<file path="config.mk">
export PLATFORM = sky130hd
export DESIGN_NAME = axi_mem_arbiter
export DESIGN_NICKNAME = d
export VERILOG_FILES = /design/src/rtl/axi_mem_arbiter_pkg.sv /design/src/rtl/axi_arb_chan_mux.sv /design/src/rtl/axi_mem_arbiter.sv
export SDC_FILE = /design/constraint.sdc
export NUM_CORES = 1
export LEC_CHECK = 0
export ABC_CLOCK_PERIOD_IN_PS = 3120
export CORE_AREA = 2 2 220 222
export CTS_CLUSTER_SIZE = 28
export DETAILED_ROUTE_END_ITERATION = 6
export DIE_AREA = 0 0 222 224
export PLACE_DENSITY = 0.4
export SKIP_LAST_GASP = 1
export SYNTH_ARGS = -nofsm -noshare
export SYNTH_HDL_FRONTEND = slang
export SYNTH_SLANG_ARGS = --single-unit
</file>
<file path="constraint.sdc">
create_clock -name clock -period 3.12 [get_ports clock]
set_clock_uncertainty 0.15 [all_clocks]
set_input_delay 0.624 -clock clock [delete_from_list [all_inputs] [get_ports clock]]
set_output_delay 0.624 -clock clock [all_outputs]
set_load 0.02 [all_outputs]
</file>
<file path="src/rtl/axi_mem_arbiter_pkg.sv">
// rtl/axi_mem_arbiter_pkg.sv - shared types and encodings for the 2:1 AXI memory arbiter
//
// Purpose: arbiter FSM state enum, AXI burst/resp encodings and the ID width.
// Ports:   none (package).
package axi_mem_arbiter_pkg;

  localparam int ID_W = 4;

  localparam logic [1:0] RESP_OKAY   = 2'b00;
  localparam logic [1:0] RESP_SLVERR = 2'b10;
  localparam logic [1:0] BURST_INCR  = 2'b01;

  // RD1/WR1 grant master 1, RD0/WR0 grant master 0.
  typedef enum logic [2:0] {
    IDLE = 3'd0,
    RD0  = 3'd1,
    RD1  = 3'd2,
    WR0  = 3'd3,
    WR1  = 3'd4
  } arb_state_t;

endpackage

</file>
<file path="src/rtl/axi_arb_chan_mux.sv">
// rtl/axi_arb_chan_mux.sv - 2:1 master-to-slave payload mux with valid/ready gating
//
// Purpose: forwards one request channel (AR, AW or W) of the granted master to the slave.
// Ports:
//   act             - channel belongs to the current grant; payload is zero otherwise
//   sel             - granted master (0/1)
//   done            - channel already completed its handshake(s); masks valid and ready
//   m0_*/m1_*       - master payload, valid in, ready out
//   s_data/s_valid  - slave payload and valid out; s_ready in
module axi_arb_chan_mux #(
  parameter int W = 8
) (
  input  logic         act,
  input  logic         sel,
  input  logic         done,
  input  logic [W-1:0] m0_data,
  input  logic         m0_valid,
  output logic         m0_ready,
  input  logic [W-1:0] m1_data,
  input  logic         m1_valid,
  output logic         m1_ready,
  output logic [W-1:0] s_data,
  output logic         s_valid,
  input  logic         s_ready
);

  logic open;

  assign open     = act & ~done;
  assign s_data   = act ? (sel ? m1_data : m0_data) : '0;
  assign s_valid  = open & (sel ? m1_valid : m0_valid);
  assign m0_ready = open & ~sel & s_ready;
  assign m1_ready = open & sel & s_ready;

endmodule

</file>
<file path="src/rtl/axi_mem_arbiter.sv">
// rtl/axi_mem_arbiter.sv - 2-master (IFU=m0, LSU=m1) to 1-slave AXI4 transaction arbiter
//
// Purpose: grants one whole transaction (AR+R beats, or AW+W beats+B) at a time and muxes
//          the granted master's channels straight through to the memory slave.
// Option:  AXI_ARB_ROUND_ROBIN_EN - when defined, simultaneous requests go to the master
//          other than the one that completed last; otherwise master 1 has fixed priority.
// Ports:
//   clock, reset          - rising-edge clock, asynchronous active-high reset
//   m{0,1}_aw*/w*/b*      - master write address, write data, write response
//   m{0,1}_ar*/r*         - master read address, read data
//   s_aw*/w*/b*/ar*/r*    - memory slave side of the same channels
module axi_mem_arbiter
  import axi_mem_arbiter_pkg::*;
#(
  parameter int ADDR_W = 32,
  parameter int DATA_W = 32
) (
  input  logic                clock,
  input  logic                reset,
  input  logic [ADDR_W-1:0]   m0_awaddr,
  input  logic                m0_awvalid,
  input  logic [ID_W-1:0]     m0_awid,
  input  logic [7:0]          m0_awlen,
  input  logic [2:0]          m0_awsize,
  input  logic [1:0]          m0_awburst,
  output logic                m0_awready,
  input  logic [DATA_W-1:0]   m0_wdata,
  input  logic [DATA_W/8-1:0] m0_wstrb,
  input  logic                m0_wvalid,
  input  logic                m0_wlast,
  output logic                m0_wready,
  output logic [1:0]          m0_bresp,
  output logic                m0_bvalid,
  output logic [ID_W-1:0]     m0_bid,
  input  logic                m0_bready,
  input  logic [ADDR_W-1:0]   m0_araddr,
  input  logic                m0_arvalid,
  input  logic [ID_W-1:0]     m0_arid,
  input  logic [7:0]          m0_arlen,
  input  logic [2:0]          m0_arsize,
  input  logic [1:0]          m0_arburst,
  output logic                m0_arready,
  output logic [DATA_W-1:0]   m0_rdata,
  output logic [1:0]          m0_rresp,
  output logic                m0_rvalid,
  output logic                m0_rlast,
  output logic [ID_W-1:0]     m0_rid,
  input  logic                m0_rready,
  input  logic [ADDR_W-1:0]   m1_awaddr,
  input  logic                m1_awvalid,
  input  logic [ID_W-1:0]     m1_awid,
  input  logic [7:0]          m1_awlen,
  input  logic [2:0]          m1_awsize,
  input  logic [1:0]          m1_awburst,
  output logic                m1_awready,
  input  logic [DATA_W-1:0]   m1_wdata,
  input  logic [DATA_W/8-1:0] m1_wstrb,
  input  logic                m1_wvalid,
  input  logic                m1_wlast,
  output logic                m1_wready,
  output logic [1:0]          m1_bresp,
  output logic                m1_bvalid,
  output logic [ID_W-1:0]     m1_bid,
  input  logic                m1_bready,
  input  logic [ADDR_W-1:0]   m1_araddr,
  input  logic                m1_arvalid,
  input  logic [ID_W-1:0]     m1_arid,
  input  logic [7:0]          m1_arlen,
  input  logic [2:0]          m1_arsize,
  input  logic [1:0]          m1_arburst,
  output logic                m1_arready,
  output logic [DATA_W-1:0]   m1_rdata,
  output logic [1:0]          m1_rresp,
  output logic                m1_rvalid,
  output logic                m1_rlast,
  output logic [ID_W-1:0]     m1_rid,
  input  logic                m1_rready,
  output logic [ADDR_W-1:0]   s_awaddr,
  output logic                s_awvalid,
  output logic [ID_W-1:0]     s_awid,
  output logic [7:0]          s_awlen,
  output logic [2:0]          s_awsize,
  output logic [1:0]          s_awburst,
  input  logic                s_awready,
  output logic [DATA_W-1:0]   s_wdata,
  output logic [DATA_W/8-1:0] s_wstrb,
  output logic                s_wvalid,
  output logic                s_wlast,
  input  logic                s_wready,
  input  logic [1:0]          s_bresp,
  input  logic                s_bvalid,
  input  logic [ID_W-1:0]     s_bid,
  output logic                s_bready,
  output logic [ADDR_W-1:0]   s_araddr,
  output logic                s_arvalid,
  output logic [ID_W-1:0]     s_arid,
  output logic [7:0]          s_arlen,
  output logic [2:0]          s_arsize,
  output logic [1:0]          s_arburst,
  input  logic                s_arready,
  input  logic [DATA_W-1:0]   s_rdata,
  input  logic [1:0]          s_rresp,
  input  logic                s_rvalid,
  input  logic                s_rlast,
  input  logic [ID_W-1:0]     s_rid,
  output logic                s_rready
);

  localparam int A_W  = ADDR_W + ID_W + 8 + 3 + 2;
  localparam int WD_W = DATA_W + DATA_W/8 + 1;

  arb_state_t state;
  logic ar_done, aw_done, w_done;
  logic rd_act, wr_act, sel;
  logic req0, req1, pick, pick_wr;
  logic rd_end, wr_end;

  assign rd_act = (state == RD0) || (state == RD1);
  assign wr_act = (state == WR0) || (state == WR1);
  assign sel    = (state == RD1) || (state == WR1);

  assign req0 = m0_arvalid | m0_awvalid;
  assign req1 = m1_arvalid | m1_awvalid;

`ifdef AXI_ARB_ROUND_ROBIN_EN
  logic last_grant;

  assign pick = (req0 & req1) ? ~last_grant : req1;

  always_ff @(posedge clock or posedge reset) begin
    if (reset)                 last_grant <= 1'b0;
    else if (rd_end | wr_end)  last_grant <= sel;
  end
`else
  assign pick = req1;
`endif

  // A master asking for both a write and a read gets the write first.
  assign pick_wr = pick ? m1_awvalid : m0_awvalid;

  assign rd_end = rd_act & s_rvalid & s_rready & s_rlast;
  assign wr_end = wr_act & s_bvalid & s_bready;

  always_ff @(posedge clock or posedge reset) begin
    if (reset) begin
      state   <= IDLE;
      ar_done <= 1'b0;
      aw_done <= 1'b0;
      w_done  <= 1'b0;
    end else begin
      case (state)
        IDLE: begin
          if (req0 | req1)
            state <= pick_wr ? (pick ? WR1 : WR0) : (pick ? RD1 : RD0);
        end
        RD0, RD1: begin
          if (s_arvalid & s_arready) ar_done <= 1'b1;
          if (rd_end) begin
            state   <= IDLE;
            ar_done <= 1'b0;
          end
        end
        WR0, WR1: begin
          if (s_awvalid & s_awready)          aw_done <= 1'b1;
          if (s_wvalid & s_wready & s_wlast)  w_done  <= 1'b1;
          if (wr_end) begin
            state   <= IDLE;
            aw_done <= 1'b0;
            w_done  <= 1'b0;
          end
        end
        default: state <= IDLE;
      endcase
    end
  end

  logic [A_W-1:0]  s_ar_pl, s_aw_pl;
  logic [WD_W-1:0] s_w_pl;

  axi_arb_chan_mux #(.W(A_W)) u_ar_mux (
    .act      (rd_act),
    .sel      (sel),
    .done     (ar_done),
    .m0_data  ({m0_araddr, m0_arid, m0_arlen, m0_arsize, m0_arburst}),
    .m0_valid (m0_arvalid),
    .m0_ready (m0_arready),
    .m1_data  ({m1_araddr, m1_arid, m1_arlen, m1_arsize, m1_arburst}),
    .m1_valid (m1_arvalid),
    .m1_ready (m1_arready),
    .s_data   (s_ar_pl),
    .s_valid  (s_arvalid),
    .s_ready  (s_arready)
  );

  axi_arb_chan_mux #(.W(A_W)) u_aw_mux (
    .act      (wr_act),
    .sel      (sel),
    .done     (aw_done),
    .m0_data  ({m0_awaddr, m0_awid, m0_awlen, m0_awsize, m0_awburst}),
    .m0_valid (m0_awvalid),
    .m0_ready (m0_awready),
    .m1_data  ({m1_awaddr, m1_awid, m1_awlen, m1_awsize, m1_awburst}),
    .m1_valid (m1_awvalid),
    .m1_ready (m1_awready),
    .s_data   (s_aw_pl),
    .s_valid  (s_awvalid),
    .s_ready  (s_awready)
  );

  axi_arb_chan_mux #(.W(WD_W)) u_w_mux (
    .act      (wr_act),
    .sel      (sel),
    .done     (w_done),
    .m0_data  ({m0_wdata, m0_wstrb, m0_wlast}),
    .m0_valid (m0_wvalid),
    .m0_ready (m0_wready),
    .m1_data  ({m1_wdata, m1_wstrb, m1_wlast}),
    .m1_valid (m1_wvalid),
    .m1_ready (m1_wready),
    .s_data   (s_w_pl),
    .s_valid  (s_wvalid),
    .s_ready  (s_wready)
  );

  assign {s_araddr, s_arid, s_arlen, s_arsize, s_arburst} = s_ar_pl;
  assign {s_awaddr, s_awid, s_awlen, s_awsize, s_awburst} = s_aw_pl;
  assign {s_wdata, s_wstrb, s_wlast}                      = s_w_pl;

  // Response channels: slave R/B routed to the granted master only.
  always_comb begin
    m0_rdata = '0; m0_rresp = '0; m0_rvalid = 1'b0; m0_rlast = 1'b0; m0_rid = '0;
    m1_rdata = '0; m1_rresp = '0; m1_rvalid = 1'b0; m1_rlast = 1'b0; m1_rid = '0;
    s_rready = 1'b0;
    if (rd_act) begin
      if (sel) begin
        m1_rdata = s_rdata; m1_rresp = s_rresp; m1_rvalid = s_rvalid;
        m1_rlast = s_rlast; m1_rid = s_rid; s_rready = m1_rready;
      end else begin
        m0_rdata = s_rdata; m0_rresp = s_rresp; m0_rvalid = s_rvalid;
        m0_rlast = s_rlast; m0_rid = s_rid; s_rready = m0_rready;
      end
    end
  end

  always_comb begin
    m0_bresp = '0; m0_bvalid = 1'b0; m0_bid = '0;
    m1_bresp = '0; m1_bvalid = 1'b0; m1_bid = '0;
    s_bready = 1'b0;
    if (wr_act) begin
      if (sel) begin
        m1_bresp = s_bresp; m1_bvalid = s_bvalid; m1_bid = s_bid; s_bready = m1_bready;
      end else begin
        m0_bresp = s_bresp; m0_bvalid = s_bvalid; m0_bid = s_bid; s_bready = m0_bready;
      end
    end
  end

endmodule

</file>
==> reports/metrics.yaml, run 1 <==
outcome: "finished clean"
cts_buffers: 3
path_cells: "buf_4 -> nand2b_1 -> a21o_2 -> buf_12 -> a21oi_1 -> clkdlybuf4s50_1"
cts_hold_buffers: 0
cts-root-buf: "clkbuf_16"
postSynthNetCount: 774
pre_cts_ws_ns: 0.0832
r2r_end: "w_done"
min_to: "aw_done"
yosys-top-cells-count: "nand2_1, and2_1, a22o_1"
synthesis.area_um2: 2840
crit_fanout: 49
final_area_um2: 9740
grt_overflow: 0
period_share: 0.986
r2r-start: "state[0]"
slew_headroom: 0.768
fp.dieW_um: 222
yosys_warnings: 0
antenna_found_initial: 3
final_util: 0.206
drcViolationCount: 0
clkSlewWorstSetupHoldPaths_ns: 0.04
gp_congestion: 0.837
std_cell_rows: 80
multiInputGateArea_um2: 2350
powerDensity_nw_per_um2: 728
via_per_inst: 3.39
worstHoldStart: "aw_done"
drtIter0Drc: 160
total_power_mw: 7.09
worst_slack_ns: 0.0437
crit_type: "flip-flop to output port"
setup-tns-final_ns: 0
fin_cells: 1624
max_stage_delay_ns: 0.63
synthTopCellsByArea: "a22o_1, and2_1, nand2_1, a21oi_1, buf_6"
drive_gt1_frac: 0.0695
final_antenna_net_count: 0
tightest_slew_ns: 0.338
place_area_um2: 9440
synth_flop_cell: "dfrtp_1"
drv_cap: 0
cp_data_required_time_ns: 2.35
hold_violations: 0
fin_nets: 1341
rsz0062_at_grt: "yes"
hp-class: "flip-flop to flip-flop"
cts_tree: "built"
start_util: 0.0599
min_path_cells: 2
synth_largest_area_cell: "a22o_1"
io_pins: 572
synth_area_per_cell_um2: 6.42
grt_pass1_vias: 5771
io_buffers: 571
leakage_nw: 4.52
startpoint_type: "flip-flop"
clock_sinks: 6
ys_types: 34
synth_top_area_frac: 0.269
r2r_slack_ns: 1.12
yosysMostFrequentCell: "nand2_1"
dr.pass1.iters: 4
place_hpwl_um: 23600
synth-edff-count: 0
drv_slew: 0
ff2ff_path_depth: 7
arrival_ns: 2.30
ys_ff_latch: 6
seq_area_um2: 153
dieHeight_um: 224
fillers: 5269
grt_max_degree: 50
wl_per_cell_um: 17.4
endpoint_kind: "output port"
dp.cells: 1615
core_um2: 47300
synth_seq_area_share: 0.0529
max_freq_mhz: 325
clk-insertion-delay-late_ns: 0.23
grt_pass1_wl_um: 38500
ctsLongestPathBuffers: 2
setup_violations: 0
vias: 5512
grt_usage: 0.103
hold_ws_ns: 0.424
slowest_stage: "clkdlybuf4s50_1"
fin_crit_ns: 3.08
area_delta_synth_final_pct: 243
dieArea_um2: 49700
synthesis.instances: 442
htreeDepth: 1
max-vdd-ir-drop_mv: 0.385
synthArstFlopShare: 1.00
wl_um: 28300
[routing by layer]
metal / track usage / routed length, µm / vias to the layer above
met2: 0.185 / 13800 / 339
met5: 0 / 13 / -
met1: 0.120 / 11700 / 2469
met4: 0.0299 / 593 / 2
met3: 0.0258 / 2150 / 16
li1: - / - / 2686
[sequential cells by signal (all words and copies together), names as in the netlist]
register  cells
ar_done       1
aw_done       1
state         3
w_done        1
[cells by family after synthesis]
logic type | count (synthesis) | share of synthesized area
xor gates and xnor gates | 1 | 0.00309
DFF | 6 | 0.0529
buffers and inverters | 56 | 0.133
AOI/OAI and AO/OA | 152 | 0.396
and+or+nand+nor | 226 | 0.412
muxes | 1 | 0.00353
[worst max-delay path, delay by kind of cell, from the launching register on]
kind / cells / cell delay, ns
AO/OA/AOI/OAI: 2 / 0.41
flip-flops: 1 / 0.43
AND/OR/NAND/NOR: 1 / 0.18
buffers and inverters: 3 / 1.00
[power breakdown]
part	switching [mW]	internal, mW
Combinational	3.58	3.12
Sequential	0.0652	0.118
Clock	0.0435	0.165
Total	3.69	3.41
[worst max-delay path by stage]
stage | startpoint | end | slack [ns] | cells after the start
after floorplan | state[2] | s_araddr[21] | 0.82 | 7
after global placement | state[1] | s_araddr[24] | 0.08 | 6
after detailed placement | state[1] | s_araddr[24] | 0.08 | 6
after CTS | state[1] | s_araddr[27] | 0.002 | 6
after global routing | state[0] | m1_wready | -0.02 | 5
final | state[0] | s_araddr[22] | 0.04 | 6
[repair_timing]
item,4_1_cts,5_1_grt
pin swaps,0,0
gates cloned,0,2
setup buffers,1,1
resized for setup,7,58
setup endpoints to repair,8,74
[cells in the final DEF, fill, tap and decap left out, drive strengths merged]
| master | instances |
|---|---|
| clkdlybuf4s50 | 495 |
| nand2 | 103 |
| and2 | 92 |
| a22o | 87 |
| dlymetal6s2s | 54 |
| buf | 53 |
| a21oi | 51 |
| nor2 | 8 |
| inv | 7 |
| dlygate4sd2 | 7 |
| dfrtp | 6 |
| nor3 | 5 |
| clkbuf | 5 |
| nor3b | 5 |
| nand3b | 4 |
| nand2b | 4 |
| o21ai | 3 |
| a22oi | 3 |
| diode | 2 |
| o211ai | 2 |
| a31oi | 2 |
| nor2b | 2 |
| and3 | 1 |
| and3b | 1 |
| o221ai | 1 |
| xor2 | 1 |
| mux2i | 1 |
| o31ai | 1 |
| a21o | 1 |
| nor4 | 1 |
| o22ai | 1 |
[area by class of cell]
class | instances | share of cell area
Tap cell | 615 | 0.0790
Timing Repair Buffer | 611 | 0.654
Multi-Input combinational cell | 380 | 0.241
Inverter | 7 | 0.00270
Antenna cell | 2 | 0.000514
Sequential cell | 6 | 0.0157
Clock buffer | 3 | 0.00771
No activity file was read; power rests on OpenSTA's default activity.
==> inputs of run 2 (changes only) <==
GPL_TIMING_DRIVEN = 0   (was unset)
==> run 2 against run 1 <==
Against the previous run:
- sequential share of layout area about the same
- routed wire length up 2.0%
- global-route usage up 0.47 points
- core utilization down 0.45 points
- power down 7.9%
- via count up 1.5%
- non-clock buffer count up 11
- sequential power down 11%
- clock power about the same
- fmax up 1.7%
- combinational power down 8.1%
- critical path depth unchanged
==> reports/metrics.yaml, run 2 (synthesis gave the netlist of run 1 again) <==
outcome: "finished clean"
setup-tns-final_ns: 0
grt_pass1_wl_um: 39500
layout_common_cells: "clkdlybuf4s50_1, nand2_1, and2_1"
std_cell_rows: 80
dieArea_um2: 49700
drive_gt1_frac: 0.0639
clkSlewWorstSetupHoldPaths_ns: 0.03
arrival_ns: 2.25
drcViolationCount: 0
core_um2: 47300
dr.pass1.iters: 5
gp_congestion: 0.856
area_delta_synth_final_pct: 236
leakage_nw: 4.77
drv_cap: 0
startpoint_type: "flip-flop"
setup_violations: 0
drtIter0Drc: 180
hp-class: "flip-flop to flip-flop"
grt_max_degree: 11
dieHeight_um: 224
period_share: 0.969
final_util: 0.201
ctsLongestPathBuffers: 2
io_pins: 572
p_int_mw: 2.94
cpMostUsedCell: "buf_4"
antenna_found_initial: 3
wl_um: 28900
max_freq_mhz: 331
cts-root-buf: "clkbuf_16"
fin_cells: 1635
grt_pass1_vias: 5873
cts_tree: "built"
pre_cts_ws_ns: -0.233
start_util: 0.0599
total_power_mw: 6.53
dp.cells: 1628
crit_fanout: 10
pwr-share-comb: 0.944
max-vdd-ir-drop_mv: 0.235
swShare: 0.550
largest_reg_flops: 3
fin_crit_ns: 3.02
hold_violations: 0
clock_sinks: 6
endpoint_kind: "output port"
io_buffers: 571
fp.dieW_um: 222
clkPwrFrac: 0.032
cp_data_required_time_ns: 2.35
path_cells: "buf_4 -> nor3b_4 -> buf_4 -> clkbuf_2 -> a22o_1 -> clkdlybuf4s50_1"
vias: 5595
cts_buffers: 3
htreeDepth: 1
fin_nets: 1352
crit_type: "flip-flop to output port"
tightest_slew_ns: 0.525
grt_usage: 0.107
wl_per_cell_um: 17.7
seqPwrFrac: 0.025
final_common_cell: "clkdlybuf4s50_1"
via_per_inst: 3.42
slowest_stage: "clkdlybuf4s50_1"
rsz0062_at_grt: "no"
slew_headroom: 0.650
max_stage_delay_ns: 0.64
top_register: "state"
switchingPower_mw: 3.59
final_antenna_net_count: 0
place_hpwl_um: 25400
powerDensity_nw_per_um2: 685
cts_hold_buffers: 0
clk-insertion-delay-late_ns: 0.23
drv_slew: 0
worst_slack_ns: 0.0965
grt_overflow: 0
-- run 2: cell count changes in the layout (fill, tap and decap cells not counted), sizes merged --
cell,delta
dlygate4sd2,+68
clkdlybuf4s50,-66
clkbuf,+12
clkdlybuf4s15,+10
dlymetal6s2s,+1
buf,-14
-- run 2: path summary, 6_finish.rpt --
kind / start / to / slack, ns / cells past startpoint
max: state[1] / s_wdata[29] / 0.1 / 6
min: aw_done / aw_done / 0.36 / 2
max reg2reg: state[2] / w_done / 1.13 / 7
min reg2reg: aw_done / aw_done / 0.36 / 2
max in group asynchronous: reset / state[0] / 1.98 / 2
min in group asynchronous: reset / ar_done / 0.61 / 2
-- run 2: power groups by stage --
stage               clock [mW]  combinational, mW  sequential [mW]
finish                   0.206               6.16            0.163
global route             0.213               6.61            0.168
CTS                      0.210               6.32            0.160
detailed placement           0               6.49            0.159
global placement             0               6.55            0.160
floorplan                    0               3.31            0.144
-- run 2: what timing repair did --
| action | in CTS | in global routing |
|---|---|---|
| setup buffers | 2 | 0 |
| pin swaps | 1 | 1 |
| gates resized for setup | 119 | 76 |
| hold endpoints to repair | 0 | 0 |
| setup endpoints to repair | 229 | 110 |
-- run 2: final cells by class --
cell class	count	area, µm²
Antenna cell	2	5.00
Buffer	49	397
Clock buffer	3	75.1
Fill cell	5326	37800
Inverter	7	26.3
Multi-Input combinational cell	380	2330
Sequential cell	6	151
Tap cell	615	769
Timing Repair Buffer	573	5770
-- run 2: layer usage --
metal / routed length, µm / vias up / GRT usage
li1: - / 2704 / -
met1: 11500 / 2504 / 0.120
met2: 14400 / 355 / 0.197
met3: 2100 / 30 / 0.0265
met4: 844 / 2 / 0.0381
met5: 13 / - / 0
-- run 2: critical path: cells and delay by family (launching register included) --
kind                   cells  cell delay, ns
AO/OA/AOI/OAI              1            0.18
buffers and inverters      4            1.24
flip-flops                 1            0.41
AND/OR/NAND/NOR            1            0.19
-- run 2: stage by stage --
stage / hold slack (ns) / instance area [µm²]
final: 0.362 / 9530
after global placement: 0.362 / 9320
after detailed placement: 0.363 / 9320
after CTS: 0.374 / 9370
after global routing: 0.389 / 9520
after floorplan: 0.265 / 2840
==> inputs of run 3 (changes only) <==
ABC_CLOCK_PERIOD_IN_PS = 2800   (was 3120)
CORE_AREA = 2 2 225 227   (was 2 2 220 222)
DIE_AREA = 0 0 227 229   (was 0 0 222 224)
PLACE_DENSITY = 0.39   (was 0.4)
clock period = 2.8 ns   (was 3.12 ns; I/O delays follow)
==> run 3 against run 2 <==
Against the previous run:
- critical path depth is 1 higher
- highest routed layer is now met4
- sequential share of layout area is 0.064 points higher
- core utilization is 1.7 points lower
- clock power is 13% higher
- power is 11% higher
- flip-flop and latch count stayed put
- cell count is 4.0% higher
- largest cell class unchanged
- critical endpoint is now s_wdata[26]
- routed wire length is 2.5% higher
==> reports/metrics.yaml, run 3 (synthesis gave the netlist of run 1 again) <==
final_area_um2: 9160
hp-class: "flip-flop to flip-flop"
period_share: 0.979
dieHeight_um: 229
fin_nets: 1360
fp.dieW_um: 227
core_um2: 49700
gp_congestion: 0.832
max-vdd-ir-drop_mv: 0.275
leakage_nw: 4.27
crit_type: "flip-flop to output port"
min_path_cells: 2
drtIter0Drc: 127
endpoint_kind: "output port"
outcome: "finished clean"
wl_per_cell_um: 17.4
powerDensity_nw_per_um2: 791
grt_pass1_wl_um: 39800
dr.pass1.iters: 4
top_register: "state"
clk-insertion-delay-late_ns: 0.23
r2r-start: "state[2]"
max_freq_mhz: 365
drive_gt1_frac: 0.173
fillers: 5722
setup_violations: 0
final_antenna_net_count: 0
vias: 5687
crit_fanout: 10
path_cells: "buf_4 -> nor3b_4 -> buf_4 -> clkbuf_4 -> buf_6 -> a22o_1 -> dlygate4sd2_1"
cpMostUsedCell: "buf_4"
arrival_ns: 2.03
via_per_inst: 3.34
cp_data_required_time_ns: 2.09
grt_overflow: 0
clkSlewWorstSetupHoldPaths_ns: 0.04
cts-root-buf: "clkbuf_16"
grt_max_degree: 11
fin_crit_ns: 2.74
start_util: 0.0571
io_pins: 572
largest_reg_flops: 3
std_cell_rows: 82
htreeDepth: 1
dp.cells: 1685
drv_cap: 0
r2r_slack_ns: 0.75
slowest_stage: "dfrtp_1"
max_stage_delay_ns: 0.42
grt_usage: 0.104
rsz0062_at_grt: "yes"
cts_tree: "built"
cts_hold_buffers: 0
min_to: "aw_done"
cts_buffers: 3
io_buffers: 571
clock_sinks: 6
layout_common_cells: "clkdlybuf4s50_1, dlygate4sd2_1, nand2_1"
ctsLongestPathBuffers: 2
startpoint_type: "flip-flop"
hold_violations: 0
hold_ws_ns: 0.370
antenna_found_initial: 3
place_area_um2: 9390
ff2ff_path_depth: 7
r2r_end: "w_done"
area_delta_synth_final_pct: 223
final_common_cell: "clkdlybuf4s50_1"
drcViolationCount: 0
tightest_slew_ns: 0.501
dieArea_um2: 52000
worstHoldStart: "aw_done"
place_hpwl_um: 25800
grt_pass1_vias: 6018
slew_headroom: 0.656
total_power_mw: 7.24
fin_cells: 1701
drv_slew: 0
setup-tns-final_ns: 0
wl_um: 29600
[run 3: cell count changes in the layout (fill, tap and decap cells not counted), sizes merged]
cell	previous run	this run
diode	2	3
clkdlybuf4s18	0	1
clkdlybuf4s15	10	32
clkbuf	17	95
dlymetal6s2s	55	2
dlygate4sd2	75	111
buf	39	59
clkdlybuf4s50	429	333
[run 3: how the worst max path moves through the flow]
stage | slack (ns) | from | to | depth (start not counted)
floorplan | 0.57 | state[2] | s_araddr[21] | 7
global placement | -0.65 | state[2] | s_awsize[1] | 6
detailed placement | -0.62 | state[2] | s_awsize[1] | 6
CTS | -0.24 | state[1] | s_awsize[1] | 6
global route | -0.06 | state[2] | s_araddr[25] | 9
finish | 0.06 | state[1] | s_wdata[26] | 7
[run 3: through the flow]
stage / util / worst slack [ns]
6_report: 0.184 / 0.0590
5_1_grt: 0.184 / -0.0586
4_1_cts: 0.189 / -0.243
3_5_place_dp: 0.189 / -0.619
3_3_place_gp: 0.189 / -0.648
2_1_floorplan: - / 0.566
[run 3: cell type report]
cell class,instances,area (µm²),area share
Inverter,7,26.3,0.00287
Antenna cell,3,7.51,0.000820
Buffer,49,444,0.0485
Tap cell,672,841,0.0918
Sequential cell,6,151,0.0165
Clock buffer,3,75.1,0.00820
Multi-Input combinational cell,380,2370,0.259
Timing Repair Buffer,581,5240,0.572
[run 3: routing by layer]
metal	GRT usage	share of wire	vias to the layer above
met2	0.200	0.51	360
li1	-	-	2728
met5	0	0	-
met3	0.0250	0.10	22
met4	0.0345	0.027	0
met1	0.109	0.36	2577
[run 3: timing repair]
action                     in CTS  in global routing
pin swaps                       1                  1
cloned                          0                  1
setup endpoints to repair     238                137
gates resized for setup       360                193
setup buffers                   8                  1
[run 3: critical path, delay by kind of cell, from the launching register on]
| kind | cells | cell delay (ns) |
|---|---|---|
| AOI/OAI and AO/OA | 1 | 0.13 |
| buffers and inverters | 5 | 1.07 |
| DFF | 1 | 0.42 |
| and+or+nand+nor | 1 | 0.17 |
[run 3: report_power, final]
group          switching, mW  internal (mW)  total (mW)
Combinational           4.05           2.78        6.83
Sequential            0.0513          0.130       0.182
Clock                 0.0497          0.183       0.233
Total                   4.15           3.09        7.24
